`src/rtl/dmem_arbiter_mc.sv`:
```
// Shared data-memory front end for the multicore accumulator build: round-robin
// arbitration of per-core memory requests plus a start/done run sequencer.
module dmem_arbiter_mc #(
   parameter int CORES      = 4,
   parameter int REG_WIDTH  = 12,
   parameter int ADDR_WIDTH = 12
) (
   input  logic                        clk,
   input  logic                        rstN,
   input  logic                        start,
   output logic                        ready,
   output logic                        all_done,
   output logic                        core_start,
   input  logic [CORES-1:0]            core_done,
   input  logic [CORES-1:0]            req,
   input  logic [CORES-1:0]            we,
   input  logic [CORES*ADDR_WIDTH-1:0] addr,
   input  logic [CORES*REG_WIDTH-1:0]  wdata,
   output logic [CORES-1:0]            gnt,
   output logic [CORES-1:0]            rvalid,
   output logic [REG_WIDTH-1:0]        rdata,
   output logic [ADDR_WIDTH-1:0]       mem_addr,
   output logic [REG_WIDTH-1:0]        mem_wdata,
   output logic                        mem_we,
   input  logic [REG_WIDTH-1:0]        mem_rdata
);

   localparam int PW = (CORES > 1) ? $clog2(CORES) : 1;

   typedef enum logic [1:0] {IDLE, RUN, FIN} state_t;

   state_t           state;
   logic [PW-1:0]    ptr;
   logic [PW-1:0]    win;
   logic [PW-1:0]    scan_idx;
   logic             found;
   logic [CORES-1:0] done_q;

   // First requester at or after the pointer, wrapping around, wins the cycle.
   always_comb begin
      found    = 1'b0;
      win      = '0;
      scan_idx = '0;
      for (int i = 0; i < CORES; i++) begin
         scan_idx = PW'((int'(ptr) + i) % CORES);
         if (!found && req[scan_idx]) begin
            found = 1'b1;
            win   = scan_idx;
         end
      end
   end

   always_comb begin
      gnt       = '0;
      mem_addr  = '0;
      mem_wdata = '0;
      mem_we    = 1'b0;
      if (found) begin
         gnt[win]  = 1'b1;
         mem_addr  = addr[int'(win)*ADDR_WIDTH +: ADDR_WIDTH];
         mem_wdata = wdata[int'(win)*REG_WIDTH +: REG_WIDTH];
         mem_we    = we[win];
      end
   end

   assign rdata = mem_rdata;

   // The memory answers one cycle after the address, so the read strobe is the delayed grant.
   always_ff @(posedge clk or negedge rstN) begin
      if (!rstN) begin
         ptr    <= '0;
         rvalid <= '0;
      end else begin
         if (found) begin
            ptr <= PW'((int'(win) + 1) % CORES);
         end
         if (found && !we[win]) begin
            rvalid <= gnt;
         end else begin
            rvalid <= '0;
         end
      end
   end

   // Run sequencer; clearing the sticky bits on an accepted start overrides any done seen that edge.
   always_ff @(posedge clk or negedge rstN) begin
      if (!rstN) begin
         state      <= IDLE;
         done_q     <= '0;
         ready      <= 1'b1;
         all_done   <= 1'b0;
         core_start <= 1'b0;
      end else begin
         core_start <= 1'b0;
         case (state)
            IDLE, FIN: begin
               if (start) begin
                  state      <= RUN;
                  done_q     <= '0;
                  core_start <= 1'b1;
                  ready      <= 1'b0;
                  all_done   <= 1'b0;
               end
            end
            RUN: begin
               done_q <= done_q | core_done;
               if (&done_q) begin
                  state    <= FIN;
                  ready    <= 1'b1;
                  all_done <= 1'b1;
               end
            end
            default: state <= IDLE;
         endcase
      end
   end

endmodule

```
`config.mk`:
```
export PLATFORM = sky130hd
export DESIGN_NAME = dmem_arbiter_mc
export DESIGN_NICKNAME = d
export VERILOG_FILES = /design/src/rtl/dmem_arbiter_mc.sv
export SDC_FILE = /design/constraint.sdc
export NUM_CORES = 1
export LEC_CHECK = 0
export BUFFER_PORTS_ARGS = -buffer_cell sky130_fd_sc_hd__buf_2
export CORE_ASPECT_RATIO = 1.4
export CORE_MARGIN = 8
export CORE_UTILIZATION = 38
export CTS_BUF_LIST = sky130_fd_sc_hd__clkbuf_4
export CTS_CLUSTER_DIAMETER = 150
export DETAILED_ROUTE_END_ITERATION = 10
export PLACE_DENSITY_LB_ADDON = 0.05
export SETUP_SLACK_MARGIN = 0.5
export SKIP_LAST_GASP = 1
export SYNTH_ARGS = -nofsm -noshare
export SYNTH_HDL_FRONTEND = slang
export SYNTH_SLANG_ARGS = --single-unit
```
`constraint.sdc`:
```
create_clock -name clk -period 3.79 [get_ports clk]
set_input_delay 0.758 -clock clk [delete_from_list [all_inputs] [get_ports clk]]
set_output_delay 0.758 -clock clk [all_outputs]
set_load 0.03 [all_outputs]
```
==> key figures <==
Run status
  – Status: completed

Clock tree
  – CTS H-tree depth: 1
  – Num CTS Buffers: 3
  – Clock insertion delay at the later pin of the skew report: 270 ps
  – CTS root buffer: clkbuf_4
  – CTS tree: yes
  – Hold_buf cts: 0
  – Clk sinks: 15
  – Clk slew on worst S/H paths: 80 ps
  – Clock buffer depth: 2

GRT
  – Initial antenna violation count: 0
  – Gr usage total: 16.2%
  – First-pass GRT wire length: ~8800 µm
  – Largest net degree at the start of global routing: 34
  – Vias in the first global route: 1946
  – Total grt overflow: 0

Synth
  – EDFF count, synth: 0
  – Syn_nets: 296
  – Synth Warn #: 0
  – Syn Inst Count: 169
  – Synth Register Bits: 15
  – Post-synth ARST share: 100%
  – Sequential area share after synthesis: between 20% and 30%
  – Top_reg_cell synth: dfrtp_1
  – Mean post-synth cell area: 8.94 µm²
  – Synthesized area: 1510 µm²
  – Distinct cells, synth: 30

STA
  – Max transition margin: 75.7%
  – Final Cycle Share: 83.5%
  – Final WS setup: between 600 and 700 ps
  – Highest clock rate: about 0.32 GHz
  – Final TNS setup: 0 ps
  – Worst-margin pin slew: 361 ps
  – Min Hold Slack: 364 ps
  – Setup violators final: 0
  – Max Clock Skew: about 4.3 ps
  – Final hold violations: 0
  – Fin. max-slew vios: 0
  – RSZ-0062 raised after global routing: false
  – Fin crit period: 3170 ps

Power
  – PD cells: 696 nW/µm²
  – Net switching power: between 0.8 and 0.9 mW
  – Seq pwr share: approximately 18%
  – Logic pwr share: around three quarters
  – Switching Fraction: a little over half
  – Overall Power: 1.58 mW
  – Leakage Power: 1.34 nW
  – Peak supply drop: 0.469 mV
  – Clock network fraction of total power: 5.9%
  – Internal Power: 0.734 mW

Layout
  – Final non-filler cell total: 348
  – Final Instance Area: 2270 µm²
  – Fill count: 380
  – Final net count: 433
  – Register area: 377 µm²
  – Most common cell after layout, fill and taps aside: buf_2
  – Final core occ: around three fifths
  – Area occupied by multi-input gates: 962 µm²
  – Commonest non-fill, non-tap cells in the layout: buf_2, mux2i_1, o22ai_1
  – Fraction of layout cells with a size suffix above 1: 55.1%
  – Area grow syn2layout: 50.5%
  – # diodes: 0

Worst setup path
  – Crit-path max FO: 24
  – Flop-to-flop setup slack: 1910 ps
  – Crit end category: primary output
  – WP data required: 3030 ps
  – Reg2reg start: ptr[1]
  – Critical Setup Path Class: primary input to primary output
  – Crit path launch type: primary input
  – R2r endpoint: rvalid[3]
  – Worst Reg2Reg Path Length in Cells: 7
  – WP data arrival: 2410 ps

Placement
  – Area of placed instances: 2200 µm²
  – Buffers on Ports: roughly 150
  – Dpl hpwl: about 4900 µm
  – Dpl ws: roughly 460 ps
  – DP Cell Count: between 300 and 400
  – Placer Congestion: about 0.83

Worst hold path
  – HP Class: primary input to asynchronous set/reset pin

Detailed routing
  – Wirelength per Cell: 16.1 µm
  – Vias per cell: 5.15
  – Final ANT Viol Nets: 0
  – Initial DRC count: 30
  – Via Count: 1791
  – # DRC: 0
  – Routed WL: 5620 µm
  – Detailed Routing Iterations Pass 1: 4

Floorplanning
  – Io pins: 171
  – Die Width: 69.3 µm
  – Core area: 3880 µm²
  – Die Y: 90.6 µm
  – Cell row count: 27
  – Die footprint: 6280 µm²
  – Initial Util: between 30 and 40%

Job
  – Max Cap Viol: 0
-- final cells by class --
type,count,area share (%)
Multi-Input combinational cell,120,42.3
Timing Repair Buffer,155,35.6
Sequential cell,15,16.6
Tap cell,43,2.37
Inverter,11,1.82
Clock buffer,4,1.32
-- metal layers --
layer,up-vias,wire [µm],global-route usage [%]
met2,102,2970,31.9
met3,10,601,7.70
met1,793,1990,14.1
met5,-,0,0
met4,0,63,3.43
li1,886,-,-
-- how the worst max path moves through the flow --
stage / startpoint / end / slack [ps]
detailed placement: req[1] / mem_addr[0] / 460
CTS: req[1] / mem_addr[0] / 590
global placement: req[1] / mem_addr[0] / 460
global route: req[1] / mem_wdata[1] / 500
finish: req[1] / mem_addr[0] / 620
floorplan: req[0] / mem_addr[10] / 850
-- power groups by stage --
stage | Clock, mW | Combinational, mW | Sequential, mW
floorplan | 0 | 0.841 | 0.318
global placement | 0 | 1.19 | 0.279
detailed placement | 0 | 1.19 | 0.279
CTS | 0.0950 | 1.20 | 0.276
global route | 0.104 | 1.31 | 0.285
finish | 0.0929 | 1.21 | 0.277
-- flip-flops by register name, summed over array words and instances, names as in the netlist --
signal / flops
rvalid: 4
ptr: 2
all_done: 1
done_q: 4
ready: 1
state: 2
core_start: 1
-- cell usage after synthesis, types with 2 or more instances --
master | number | share of area (%)
a21o_1 | 2 | 0.99
a21oi_1 | 8 | 2.6
a31o_1 | 2 | 1.2
and2_1 | 2 | 0.83
buf_2 | 7 | 2.3
buf_4 | 12 | 6.0
clkbuf_1 | 4 | 0.99
dfrtp_1 | 14 | 23
ha_1 | 4 | 3.3
inv_1 | 7 | 1.7
inv_2 | 4 | 0.99
mux2i_1 | 49 | 32
nand2_1 | 8 | 2.0
nor2_1 | 6 | 1.5
o21ai_1 | 2 | 0.66
o22ai_1 | 24 | 9.9
-- what timing repair did --
action	4_1_cts	5_1_grt
buffers inserted	0	5
endpoints found under the setup margin	24	15
resized for setup	1	0
pin swaps	0	1
-- critical path, stage by stage --
cell and delay [ps]:
buf_2 130, a21boi_0 160, o21ai_4 340, buf_4 290
nand2_1 70, buf_4 220, o22ai_1 200, buf_2 230
-- cells by family (layout without fill, tap and decap cells) --
family                   after synthesis  in the layout  synth area share, %
flip-flops                            15             15                 24.9
adder cells (fa/ha/maj)                4              4                 3.31
multiplexers                          50             50                 33.9
AND/OR/NAND/NOR                       22             22                 6.87
buffers and inverters                 34            170                 12.0
AO/OA/AOI/OAI                         44             44                 19.0
Note: power is estimated with default switching activity, not from simulation.
